<file path="src/rtl/slow_frame_receiver.sv">
// rtl/slow_frame_receiver.sv - comma-delimited, XOR-checked frame receiver for a slow 8b/10b word stream
//
// Ports:
//   clk            system clock, single domain
//   reset          asynchronous active-low reset
//   word_tick_i    one-cycle strobe, decoded word valid on data_i/comma_i/error_i
//   data_i         decoded byte
//   comma_i        word is a comma (frame start)
//   error_i        code/disparity error on this word
//   payload_o      last good payload, byte 0 in [7:0]
//   frame_tick_o   one-cycle pulse, new good payload on payload_o
//   frame_error_o  one-cycle pulse, frame discarded
//   locked_o       high after a good frame, low after any discarded frame
//   good_count_o   good-frame counter, wraps
//   bad_count_o    discarded-frame counter, saturates
module slow_frame_receiver #(
    parameter int NUM_BYTES    = 16,
    parameter int WORD_TIMEOUT = 1000
) (
    input  logic                   clk,
    input  logic                   reset,
    input  logic                   word_tick_i,
    input  logic [7:0]             data_i,
    input  logic                   comma_i,
    input  logic                   error_i,
    output logic [8*NUM_BYTES-1:0] payload_o,
    output logic                   frame_tick_o,
    output logic                   frame_error_o,
    output logic                   locked_o,
    output logic [15:0]            good_count_o,
    output logic [15:0]            bad_count_o
);

    localparam int IDX_W = (NUM_BYTES > 1) ? $clog2(NUM_BYTES) : 1;
    localparam int TMO_W = $clog2(WORD_TIMEOUT + 1);
    localparam logic [IDX_W-1:0] LAST_IDX = IDX_W'(NUM_BYTES - 1);
    // The word gap is over-long when the counter would step onto WORD_TIMEOUT.
    localparam logic [TMO_W-1:0] TMO_LAST = TMO_W'(WORD_TIMEOUT - 1);

    typedef enum logic [1:0] {
        HUNT    = 2'd0,
        RECEIVE = 2'd1,
        CHECK   = 2'd2
    } state_t;

    state_t                 state_q, state_d;
    logic [IDX_W-1:0]       idx_q, idx_d;
    logic [7:0]             xor_q, xor_d;
    logic [TMO_W-1:0]       tmo_q, tmo_d;
    logic [8*NUM_BYTES-1:0] shadow_q, shadow_d;
    logic [8*NUM_BYTES-1:0] payload_q, payload_d;
    logic                   frame_tick_q, frame_tick_d;
    logic                   frame_error_q, frame_error_d;
    logic                   locked_q, locked_d;
    logic [15:0]            good_q, good_d;
    logic [15:0]            bad_q, bad_d;
    logic                   good_frame, bad_frame;

    always_comb begin
        state_d    = state_q;
        idx_d      = idx_q;
        xor_d      = xor_q;
        tmo_d      = tmo_q;
        shadow_d   = shadow_q;
        good_frame = 1'b0;
        bad_frame  = 1'b0;

        case (state_q)
            HUNT: begin
                tmo_d = '0;
                // A comma flagged with error_i counts as an error, which HUNT ignores.
                if (word_tick_i && comma_i && !error_i) begin
                    state_d = RECEIVE;
                    idx_d   = '0;
                    xor_d   = '0;
                end
            end
            RECEIVE, CHECK: begin
                if (word_tick_i) begin
                    tmo_d = '0;
                    if (error_i) begin
                        bad_frame = 1'b1;
                        state_d   = HUNT;
                    end else if (comma_i) begin
                        // Resync: this comma starts the next frame directly.
                        bad_frame = 1'b1;
                        state_d   = RECEIVE;
                        idx_d     = '0;
                        xor_d     = '0;
                    end else if (state_q == RECEIVE) begin
                        for (int i = 0; i < NUM_BYTES; i++) begin
                            if (idx_q == IDX_W'(i)) begin
                                shadow_d[8*i +: 8] = data_i;
                            end
                        end
                        xor_d = xor_q ^ data_i;
                        idx_d = idx_q + 1'b1;
                        if (idx_q == LAST_IDX) begin
                            state_d = CHECK;
                        end
                    end else begin
                        if (data_i == xor_q) begin
                            good_frame = 1'b1;
                        end else begin
                            bad_frame = 1'b1;
                        end
                        state_d = HUNT;
                    end
                end else if (tmo_q == TMO_LAST) begin
                    bad_frame = 1'b1;
                    state_d   = HUNT;
                    tmo_d     = '0;
                end else begin
                    tmo_d = tmo_q + 1'b1;
                end
            end
            default: begin
                state_d = HUNT;
            end
        endcase
    end

    always_comb begin
        payload_d     = payload_q;
        good_d        = good_q;
        bad_d         = bad_q;
        locked_d      = locked_q;
        frame_tick_d  = good_frame;
        frame_error_d = bad_frame;
        if (good_frame) begin
            payload_d = shadow_q;
            good_d    = good_q + 16'd1;
            locked_d  = 1'b1;
        end
        if (bad_frame) begin
            if (bad_q != 16'hFFFF) begin
                bad_d = bad_q + 16'd1;
            end
            locked_d = 1'b0;
        end
    end

    always_ff @(posedge clk or negedge reset) begin
        if (!reset) begin
            state_q       <= HUNT;
            idx_q         <= '0;
            xor_q         <= '0;
            tmo_q         <= '0;
            shadow_q      <= '0;
            payload_q     <= '0;
            frame_tick_q  <= 1'b0;
            frame_error_q <= 1'b0;
            locked_q      <= 1'b0;
            good_q        <= '0;
            bad_q         <= '0;
        end else begin
            state_q       <= state_d;
            idx_q         <= idx_d;
            xor_q         <= xor_d;
            tmo_q         <= tmo_d;
            shadow_q      <= shadow_d;
            payload_q     <= payload_d;
            frame_tick_q  <= frame_tick_d;
            frame_error_q <= frame_error_d;
            locked_q      <= locked_d;
            good_q        <= good_d;
            bad_q         <= bad_d;
        end
    end

    assign payload_o     = payload_q;
    assign frame_tick_o  = frame_tick_q;
    assign frame_error_o = frame_error_q;
    assign locked_o      = locked_q;
    assign good_count_o  = good_q;
    assign bad_count_o   = bad_q;

endmodule
</file>
<file path="config.mk">
export PLATFORM = sky130hd
export DESIGN_NAME = slow_frame_receiver
export DESIGN_NICKNAME = d
export VERILOG_FILES = /design/src/rtl/slow_frame_receiver.sv
export SDC_FILE = /design/constraint.sdc
export NUM_CORES = 1
export LEC_CHECK = 0
export CAP_MARGIN = 20
export CORE_ASPECT_RATIO = 1.5
export CORE_MARGIN = 2
export CORE_UTILIZATION = 60
export CTS_CLUSTER_DIAMETER = 150
export CTS_CLUSTER_SIZE = 25
export DETAILED_ROUTE_END_ITERATION = 10
export DONT_BUFFER_PORTS = 1
export MAX_ROUTING_LAYER = met4
export PLACE_DENSITY = 0.77
export SKIP_CTS_REPAIR_TIMING = 1
export SLEW_MARGIN = 25
export SYNTH_ARGS = -nofsm -noshare
export SYNTH_HDL_FRONTEND = slang
export SYNTH_SLANG_ARGS = --single-unit
export TNS_END_PERCENT = 1
</file>
<file path="constraint.sdc">
create_clock -name clk -period 4.3 [get_ports clk]
set_clock_uncertainty 0.1 [all_clocks]
set_input_delay 0.43 -clock clk [delete_from_list [all_inputs] [get_ports clk]]
set_output_delay 0.43 -clock clk [all_outputs]
set_load 0.05 [all_outputs]
</file>
==> results by stage, run 1 <==
STA:
- The slew at the pin closest to its max-slew limit is 1.092 ns.
- The count of final hold-check violations is ~320.
- Setup repair after global routing left no endpoint under its margin.
- The minimum clock period after layout is ~3.1 ns.
- Static timing analysis puts the maximum clock frequency at between 300 and 400 MHz.
- Setup violations remaining at the end of the flow were counted as 0.
- The count of pins over their slew limit is 0.
- The final worst hold slack is -0.4748 ns.
- Summed over all failing endpoints, the final setup total negative slack is 0 ns.
- The worst path uses between 70% and 80% of the clock period.
- Measured against its own limit, the worst slew margin works out to between 20% and 30%.

Logic synthesis:
- Of the post-synthesis cell area, the part taken by muxes is roughly a quarter.
- The share of the synthesized netlist area taken by xor and xnor gates is under 10%.
- The adder and majority cell fraction of the synthesized area is less than 1%.
- After synthesis, the share of flip-flops with an asynchronous set or reset is 100.0%.
- The simple-gate share of the synthesized area is roughly 6.3%.
- Among all flip-flop cells after synthesis, the most frequent one is sky130_fd_sc_hd__dfrtp_1.
- When the netlist entered floorplanning its net count stood at about 900.
- The cell area after synthesis is ~13,000 um^2.
- The share of synthesized area occupied by flip-flops and latches is a little over three fifths.
- In this run, synthesis inferred 0 flip-flops with an integrated enable.
- The number of different library cells used by synthesis comes to between 40 and 50.
- Counting every instance in the synthesized netlist gives between 800 and 900.
- The number of storage elements in the synthesis netlist is ~320.
- The Yosys step of the flow raised 0 warnings.
- Yosys attributes the largest share of cell area to sky130_fd_sc_hd__dfrtp_1, sky130_fd_sc_hd__mux2_2, sky130_fd_sc_hd__xnor2_1, sky130_fd_sc_hd__xor2_1, sky130_fd_sc_hd__nor2_1.
- The average instance area after synthesis is between 10 and 15 um^2.
- By area, the combinational part of the netlist is dominated by multiplexers.
- The cell accounting for the most synthesized area is sky130_fd_sc_hd__dfrtp_1.
- The top-area cell type share of the netlist area is 62.66%.
- The compound-cell area share of the yosys netlist is 1.661%.

GRT:
- The first global-routing pass estimated 39,500 um of wire.
- The met1 usage in global routing is between 20 and 30%.
- In the global route stage, overall resource usage came out at a little under a quarter.
- After global routing the overflow that remains totals 0.
- The met2 demand-to-capacity share in global routing is about two fifths.
- met2 is the most crowded layer.
- For met3 alone, demand over resource in global routing was between 6 and 7%.
- The initial antenna violation count is 0.
- The number of global-route vias before repair is around 7,200.
- Entering global routing, the biggest net connects 316 pins.

Run status:
- The flow ran to the end, but the final reports show violations.
- The checks that failed: hold timing.

Clock tree:
- The count of clock tree sinks is roughly 320.
- The clock passes through at most 3 buffers.
- The clock root buffer is sky130_fd_sc_hd__clkbuf_16.
- In this run, CTS created clock tree buffers numbering 16.
- The clock tree from TritonCTS is built.
- The CTS H-tree depth is 1.
- Clock-pin slew was measured on the worst setup and hold paths at 0.10 ns.
- The clock latency reported for the late side of the worst-skew pair is about 0.5 ns.

Place:
- Routability-driven placement finished with a final weighted congestion of about 0.75.
- The HPWL after detailed placement is 16,110 um.
- The count of input and output buffers is 0.

Hold path:
- The worst min-delay path class is in2async.

Critical path:
- At the worst endpoint, the required time is roughly 4.6 ns.
- At the worst endpoint, the arrival time is 3.37 ns.
- The critical path is of the reg2reg type.
- The critical path goes through inv_1, ha_1, nand2b_1, nor3_1, nand3_2, inv_4, buf_12, mux2_2.
- Among all stages on the critical path, the largest delay is contributed by sky130_fd_sc_hd__inv_4.
- The worst setup path is captured at a flip-flop.
- The number of buffers and inverters on the critical path is 3.
- The top cell family by delay on the critical path is buffers and inverters.
- The largest driver fanout on the critical path is between 60 and 70.
- The worst setup path is launched from a flip-flop.
- On the worst path, the slowest cell contributes a delay of between 0.4 and 0.5 ns.

Routing:
- The post-route antenna net violation count is 0.
- The wire length per cell is roughly 23 um.
- For this run, design rule violations remaining after detail routing come to 0.
- The DRC marker count from the first detailed-route iteration is approximately 380.
- The via-per-instance ratio is 5.979.
- Before antenna repair, the detailed router went through 5 iterations.
- The via count is ~6,700.
- The post-detailed-routing wire length is ~26,000 um.

Run:
- The tool flagged a number of max-cap violations equal to 0.

Power and ir drop:
- The power per cell area is 412.0 nW/um^2.
- Across the VDD grid, the largest voltage drop is around 430 uV.
- The total power draw is between 5000 and 6000 uW.
- The static leakage power is around 0.0067 uW.

Die:
- The number of placement rows is 64.
- The die area is ~22,000 um^2.
- From bottom edge to top edge, the die measures approximately 180 um.
- The core footprint is just over 20,000 um^2.
- The die is 122.2 um wide.
- For this configuration, the core starts out at a cell density of a little over 60%.
- The number of primary I/O pins is between 150 and 200.

Finish:
- The fill cell total of the finished layout is 1,545.
- The net count of the finished layout is roughly 880.
- The post-route netlist has between 30% and 40% of its cells at a drive strength greater than 1.
- The area growth from synthesis to layout is 5.481%.
- The library cells used most frequently in the layout, excluding fill and tap cells, are sky130_fd_sc_hd__dfrtp_1, sky130_fd_sc_hd__mux2_2, sky130_fd_sc_hd__nor2_1.
- Once layout is complete, the utilization of the core stands at between 60% and 70%.
- The library cell used most frequently in the layout, excluding fill and tap cells, is sky130_fd_sc_hd__dfrtp_1.
- 0 antenna diodes ended up in the layout.
==> state kept, by name, summed over array words and instances, names as in the netlist <==
register,flops
idx_q,4
good_count_o,16
state_q,2
locked_o,1
shadow_q,128
frame_error_o,1
xor_q,8
bad_count_o,16
frame_tick_o,1
tmo_q,10
payload_o,128
==> per-layer routing <==
layer  vias to the layer above  routed length, um
li1                       2955                  -
met1                      3494               9866
met2                       182              13530
met3                        47               2068
met4                         0                580
met5                         -                  0
==> where the power goes <==
group          internal, uW  leakage [uW]  total (uW)  switching (uW)
clock network           716      0.000216        1600             880
logic                   226       0.00210         485             259
registers              3130       0.00436        3390             251
==> final timing paths <==
kind / startpoint / end / slack, ns / depth (start not counted)
max: state_q[1] / payload_o[3] / 1.21 / 8
min: reset / frame_tick_o / -0.47 / 0
max reg2reg: state_q[1] / payload_o[3] / 1.21 / 8
min reg2reg: shadow_q[125] / payload_o[125] / 0.40 / 1
max in group asynchronous: reset / shadow_q[125] / 3.91 / 0
min in group clk: data_i[0] / xor_q[0] / -0.02 / 2
==> metrics by stage <==
| step | setup slack, ns | hold WS [ns] | std cells | instance area (um^2) |
|---|---|---|---|---|
| finish | 1.206 | -0.4748 | 1117 | 13270 |
| global route | 1.020 | -0.5008 | 1117 | 13270 |
| CTS | 1.216 | -0.4966 | 1106 | 13160 |
| detailed placement | 1.248 | 0.04403 | 1088 | 12730 |
| global placement | 1.383 | 0.04121 | 1088 | 12730 |
| floorplan | 1.994 | 0.03441 | 863 | 12580 |
==> final cells by class <==
| class | count | area (um^2) | area share [%] |
|---|---|---|---|
| Sequential cell | 315 | 7883 | 59.41 |
| Multi-Input combinational cell | 499 | 4454 | 33.57 |
| Clock buffer | 17 | 425.4 | 3.206 |
| Tap cell | 264 | 330.3 | 2.489 |
| Timing Repair Buffer | 13 | 132.6 | 0.9995 |
| Inverter | 8 | 32.53 | 0.2452 |
| Clock inverter | 1 | 11.26 | 0.08487 |
==> worst reg2reg max path, stage by stage (launching register included) <==
cell	delay (ns)
sky130_fd_sc_hd__dfrtp_1	0.39
sky130_fd_sc_hd__inv_1	0.08
sky130_fd_sc_hd__ha_1	0.36
sky130_fd_sc_hd__nand2b_1	0.26
sky130_fd_sc_hd__nor3_1	0.28
sky130_fd_sc_hd__nand3_2	0.14
sky130_fd_sc_hd__inv_4	0.47
sky130_fd_sc_hd__buf_12	0.45
sky130_fd_sc_hd__mux2_2	0.43
==> synth_stat cells (all sizes together) (3+ instances only) <==
cell type	instances
and3	15
buf	29
clkbuf	12
dfrtp	315
ha	10
inv	8
mux2	261
nand2	36
nand2b	3
nand3	24
nand4	9
nor2	37
nor2b	7
nor3	9
nor4	5
o21ai	24
xnor2	23
xor2	19
==> logic make-up after synthesis <==
logic type / Yosys count
adder cells (fa/ha/maj): 10
AND/OR/NAND/NOR: 151
XOR/XNOR: 42
flip-flops: 315
AO/OA/AOI/OAI: 34
multiplexers: 262
buffers and inverters: 49
(Power assumes the default switching activity.)
==> inputs of run 2 (changes only) <==
CORE_UTILIZATION = 57   (was 60)
PLACE_DENSITY = 0.76   (was 0.77)
clock period = 2.8 ns   (was 4.3 ns; I/O delays follow)
==> run 2 against run 1 <==
  * The run still ends with hold timing left
  * Critical path depth is 1 lower
  * Cell area grew 0.97%
  * Routed wire length rose by 1.1%
  * Sequential cell count unchanged
  * Register-to-register slack worse by 1.1 ns
  * Sequential share of layout area down 0.57 points
  * Non-clock buffer count up 13
  * Highest routed layer unchanged
  * Cell count rose by 1.9%
  * Worst hold slack got worse by 0.15 ns
  * Clock-buffer cell count unchanged
  * Die area increased by 5.1%
  * Global-route usage is 1.4 points lower
==> results by stage, run 2 (same netlist as run 1, synthesis figures left out) <==
Run status:
- The flow ran to the end, but the final reports show violations.
- The final reports fail on hold timing.

Place:
- The placed standard-cell area is 12,860 um^2.
- The final estimated routing congestion in global placement is approximately 0.77.
- The pre-CTS setup slack is 0.1071 ns.
- Buffers placed on the I/O ports in this run total 0.
- The HPWL after detailed placement is roughly 16,000 um.
- Once placement completed, the tool counted placed cells totaling between 1,000 and 1,500.

Finish:
- The number of antenna cells inserted is 0.
- Compared with the post-synthesis result, the final layout area differs by 6.504%.
- Leaving out fill and tap cells, the most frequent cells in the layout are sky130_fd_sc_hd__dfrtp_1, sky130_fd_sc_hd__mux2_2, sky130_fd_sc_hd__nor2_1.
- The total number of nets in the final design is slightly below 900.
- The share of final-layout standard cells stronger than drive strength 1 is a little over a third.
- The leading cell type in the layout, fill and taps excluded is sky130_fd_sc_hd__dfrtp_1.
- The finished layout holds roughly 1,100 standard cells, fillers aside.
- After routing the design area is between 10,000 and 15,000 um^2.

GRT:
- The global-route wire length before repair is about 40,000 um.
- The largest net degree at the start of global routing is between 300 and 400.
- The initial antenna violation count is 0.
- The remaining global-route overflow is 0.
- The number of global-route vias before repair is around 7,000.
- The global-route total usage across every layer is between 20% and 30%.

Die:
- The number of primary I/O pins is 176.
- The number of placement rows is 66.
- The die is between 150 and 200 um tall.
- The floorplan step defined a die boundary enclosing around 23,000 um^2.
- The die width is around 130 um.
- The core footprint is about 22,000 um^2.
- For this configuration, the core starts out at a cell density of roughly 58%.

Critical path:
- The arrival time of data at the critical path endpoint is between 2 and 3 ns.
- STA classifies the critical path startpoint as a flip-flop.
- The library cell contributing the largest single delay on the critical path is sky130_fd_sc_hd__dfrtp_1.
- The largest driver fanout on the critical path is 8.
- The reg-to-reg critical path endpoint is shadow_q[108].
- The endpoint of the worst setup timing path is shadow_q[108].
- In this design, the stage delay of the slowest critical-path cell is ~0.42 ns.
- The number of buffers and inverters on the critical path is 1.
- Traced cell by cell, the critical path runs through inv_1, ha_1, nor2b_1, nand3_1, nor2_1, and3_2, mux2_2.
- The critical path crosses 7 cells after its start point.
- At the worst endpoint, the required time is 3.08 ns.
- The number of cells on the worst reg-to-reg path is 7.
- The setup slack on the worst flop-to-flop path is ~0.15 ns.
- The startpoint identified for the worst register-to-register timing path is state_q[0].
- The top cell family by delay on the critical path is simple AND/OR/NAND/NOR gates.
- The type of destination of the critical path is a flip-flop.
- The worst setup path category is reg2reg.
- The origin of the worst setup path is state_q[0].

STA:
- The highest attainable clock frequency is 376.7 MHz.
- Setup repair after global routing could not meet its margin everywhere.
- The final worst hold slack is -0.6208 ns.
- Across all setup checks in the final design, the least slack found is 0.1453 ns.
- The count of final hold-check violations is 334.
- The worst path in the final design needs a cycle of approximately 2.7 ns, including I/O delays and setup.
- Headroom to the max-slew limit came out at between 20% and 30%.
- The count of pins over their slew limit is 0.
- Setup violations remaining at the end of the flow were counted as 0.
- For the pin with the worst max-slew slack, the measured transition is 1.087 ns.
- After layout, the worst path uses about 95% of the clock period.

Clock tree:
- The clock tree from TritonCTS is built.
- In this run, CTS created clock tree buffers numbering 16.
- The clock slew at the register clock pins of the worst setup and hold paths is approximately 0.1 ns.
- The clock latency reported for the late side of the worst-skew pair is 0.50 ns.
- The clock root buffer is sky130_fd_sc_hd__clkbuf_16.
- The count of clock tree sinks is ~320.
- In this run the number of H-tree levels came out at 1.
- The maximum root-to-sink buffer count is 3.

Routing:
- Detailed routing inserted a total of just under 7,000 vias.
- Dividing the detail-routed via count by the number of cells gives 5.985.
- The DRC marker count from the first detailed-route iteration is around 450.
- The post-detailed-routing wire length is between 20,000 and 30,000 um.
- In the routed design, unresolved DRC markers number 0.
- The first-pass detailed-route iteration total is 5.
- The wire length per cell is 23.14 um.
- Once detail routing completed, the nets flagged for antenna violations numbered 0.

Power and ir drop:
- The design draws about 8500 uW.
- The peak supply drop is between 500 and 600 uV.
- For this design the ratio of total power to cell area is about 630 nW/um^2.
- The analysis attributes to cell leakage a power of 0.006742 uW.

Hold path:
- The worst min-delay path class is in2async.

Run:
- Max-cap violations in this run came to 0.
[run 2: cell types whose count changed in the layout (fill, tap and decap cells not counted), sizes merged]
cell	before	now
buf	3	17
dlygate4sd3	10	9
[run 2: how the worst min path moves through the flow]
stage	startpoint	endpoint	slack, ns
finish	reset	bad_count_o[6]	-0.62
global route	reset	bad_count_o[15]	-0.66
CTS	reset	bad_count_o[15]	-0.65
detailed placement	reset	bad_count_o[1]	-0.11
global placement	reset	bad_count_o[1]	-0.10
floorplan	reset	bad_count_o[0]	-0.12
[run 2: per-stage QoR]
stage	util, %	TNS (ns)
2_1_floorplan	-	0
3_3_place_gp	59.22	0
3_5_place_dp	59.22	0
4_1_cts	61.23	0
5_1_grt	61.69	-0.2218
6_report	61.69	0
[run 2: routing by layer]
| metal | GRT usage [%] | share of wire [%] | vias up |
|---|---|---|---|
| met4 | 5.644 | 2.6 | 0 |
| met1 | 26.56 | 39 | 3601 |
| met5 | - | 0 | - |
| li1 | - | - | 2985 |
| met2 | 38.96 | 52 | 185 |
| met3 | 4.858 | 5.6 | 40 |
[run 2: cell type report]
class | count | area [um^2]
clock buffer | 17 | 425.4
clock inverter | 1 | 11.26
fill | 1568 | 8320
inverter | 8 | 32.53
multi-input combinational | 499 | 4463
sequential | 315 | 7883
tap | 272 | 340.3
timing repair buffer | 26 | 242.7
[run 2: power breakdown]
part | switching, uW | internal, uW
clock | 1370 | 1100
sequential | 213 | 4820
combinational | 597 | 409
total | 2180 | 6330
==> inputs of run 3 (changes only) <==
CTS_CLUSTER_SIZE = 10   (was 25)
==> run 3 against run 2 <==
  * The run still ends with hold timing left
  * Sequential cell count did not move
  * Core utilization grew 2.7 points
  * Cell count is 2.0% higher
  * Largest cell class unchanged
  * Maximum frequency grew 2.2%
==> results by stage, run 3 (same netlist as run 1, synthesis figures left out) <==
STA:
- The count of pins over their slew limit is 0.
- Setup repair after global routing could not meet its margin everywhere.
- The worst path uses 92.81% of the clock period.
- The number of setup violations in the final report is 0.
- The highest attainable clock frequency is ~380 MHz.
- The count of final hold-check violations is roughly 320.
- The max-slew headroom at the worst pin is 29.19%.
- At the pin with the least slew margin, the transition time is around 1.1 ns.
- The minimum clock period after layout is about 2.6 ns.
- The final worst hold slack is -0.6250 ns.
- Once routing completed, OpenROAD measured the worst setup slack at between 0.2 and 0.25 ns.

Die:
- about 180 I/O pins were placed.
- The effective utilization at floorplan is about 58%.
- The floorplan step defined a die boundary enclosing 23,300 um^2.
- The number of placement rows is 66.
- Measured along the y axis, the die boundary spans roughly 190 um.
- The floorplan step set the die width to ~130 um.
- The core footprint is around 22,000 um^2.

Finish:
- Leaving out fill and tap cells, the most frequent cells in the layout are sky130_fd_sc_hd__dfrtp_1, sky130_fd_sc_hd__mux2_2, sky130_fd_sc_hd__clkbuf_16.
- For this run, the post-layout net count is 910.
- The share of final-layout standard cells stronger than drive strength 1 is between 30% and 40%.
- Leaving out filler cells and counting taps, the final layout contains ~1,200.
- The leading cell type in the layout, fill and taps excluded is sky130_fd_sc_hd__dfrtp_1.
- The post-route cell area is 13,970 um^2.
- The number of antenna cells inserted is 0.
- The post-synthesis to final-layout area growth is 11.08%.

Hold path:
- The worst min-delay path class is in2async.

Clock tree:
- The clock latency reported for the late side of the worst-skew pair is 0.51 ns.
- TritonCTS built the clock tree.
- The root buffer cell chosen for the clock tree is sky130_fd_sc_hd__clkbuf_16.
- The H-tree was split into 2 levels.
- After clock tree synthesis, the clock-pin slew on the worst setup and hold paths is 0.05 ns.
- The clock drives 315 sinks.
- The longest clock path from root to sink contains 3 buffers.
- Counting the buffers created by CTS gives 37.

Critical path:
- The number of cells on the worst reg-to-reg path is 7.
- By startpoint and endpoint, the worst setup path is classified as reg2reg.
- At the worst endpoint, the required time is about 3 ns.
- The worst setup path is captured at a flip-flop.
- STA puts the critical path data arrival time at 2.87 ns.
- The worst setup path is launched from a flip-flop.
- Along the worst path, the maximum fanout reaches 8.

GRT:
- The first global-routing pass estimated between 40,000 and 50,000 um of wire.
- The largest net degree at the start of global routing is ~320.
- The global-route total usage across every layer is roughly 23%.
- Global routing finished with a remaining overflow of 0.
- The number of global-route vias before repair is about 7,400.
- The initial antenna violation count is 0.

Routing:
- The post-route antenna net violation count is 0.
- For this block, the initial DRC count from the detailed router was 429.
- The first-pass detailed-route iteration total is 4.
- The post-detailed-routing wire length is 26,910 um.
- The wire length per cell is approximately 23 um.
- For this block, the via count after detailed routing is around 7,000.
- The post-detailed-route DRC marker count is 0.
- In the routed layout, each cell is associated on average with a via count of ~5.9.

Run:
- The total of max-cap violations is 0.

Power and ir drop:
- The power per cell area is a little over 700 nW/um^2.
- In this run the static leakage power is ~0.007 uW.
- The peak supply drop is ~460 uV.

Place:
- The congestion estimate from routability-driven global placement came to a little under 0.8.
- The HPWL after detailed placement is ~16,000 um.
- The number of placed instances, taps included, is approximately 1,100.
- The count of input and output buffers is 0.
- The placed standard-cell area is between 10,000 and 15,000 um^2.
- The pre-CTS setup slack is about 0.11 ns.

Run status:
- The checks that failed: hold timing.
- The flow ran to the end, but the final reports show violations.
run 3: layout make-up:
| type | instances | area (um^2) |
|---|---|---|
| clock buffers | 39 | 975.9 |
| multi-input cells | 499 | 4463 |
| repair buffers | 26 | 262.8 |
| well taps | 272 | 340.3 |
| flip-flops and latches | 315 | 7883 |
| inverters | 8 | 32.53 |
| clock inverters | 2 | 16.27 |
| fillers | 1521 | 7745 |
run 3: layer usage:
| metal | vias to the layer above | part of all wire, % | GRT usage (%) |
|---|---|---|---|
| li1 | 3033 | - | - |
| met1 | 3622 | 39 | 26.45 |
| met2 | 195 | 53 | 38.83 |
| met3 | 54 | 5.7 | 5.691 |
| met4 | 0 | 2.7 | 8.711 |
| met5 | - | 0 | - |
run 3: final timing paths:
check	from	end	slack, ns
worst max-delay path	state_q[0]	shadow_q[108]	0.20
worst min-delay path	reset	bad_count_o[8]	-0.62
worst max register to register	state_q[0]	shadow_q[108]	0.20
worst min register to register	shadow_q[15]	payload_o[15]	0.39
max in group asynchronous	reset	payload_o[38]	2.51
min in group clk	data_i[7]	xor_q[7]	-0.07
run 3: critical path, cell delays in order (launching register included):
cell,delay (ns)
sky130_fd_sc_hd__dfrtp_1,0.41
sky130_fd_sc_hd__inv_1,0.06
sky130_fd_sc_hd__ha_1,0.37
sky130_fd_sc_hd__nor2b_1,0.20
sky130_fd_sc_hd__nand3_1,0.23
sky130_fd_sc_hd__nor2_1,0.32
sky130_fd_sc_hd__and3_2,0.40
sky130_fd_sc_hd__mux2_2,0.38
run 3: per-stage QoR:
step / TNS [ns] / util [%] / total power, uW
floorplan: 0 / - / 5824
global placement: 0 / 59.22 / 5981
detailed placement: 0 / 59.22 / 6067
CTS: 0 / 63.79 / 10160
global route: -0.05873 / 64.34 / 10500
finish: 0 / 64.34 / 10130
run 3: power by group:
part / switching (uW) / internal (uW) / total (uW)
sequential: 215 / 4830 / 5050
combinational: 597 / 412 / 1010
clock: 1630 / 2440 / 4080
total: 2440 / 7690 / 10100
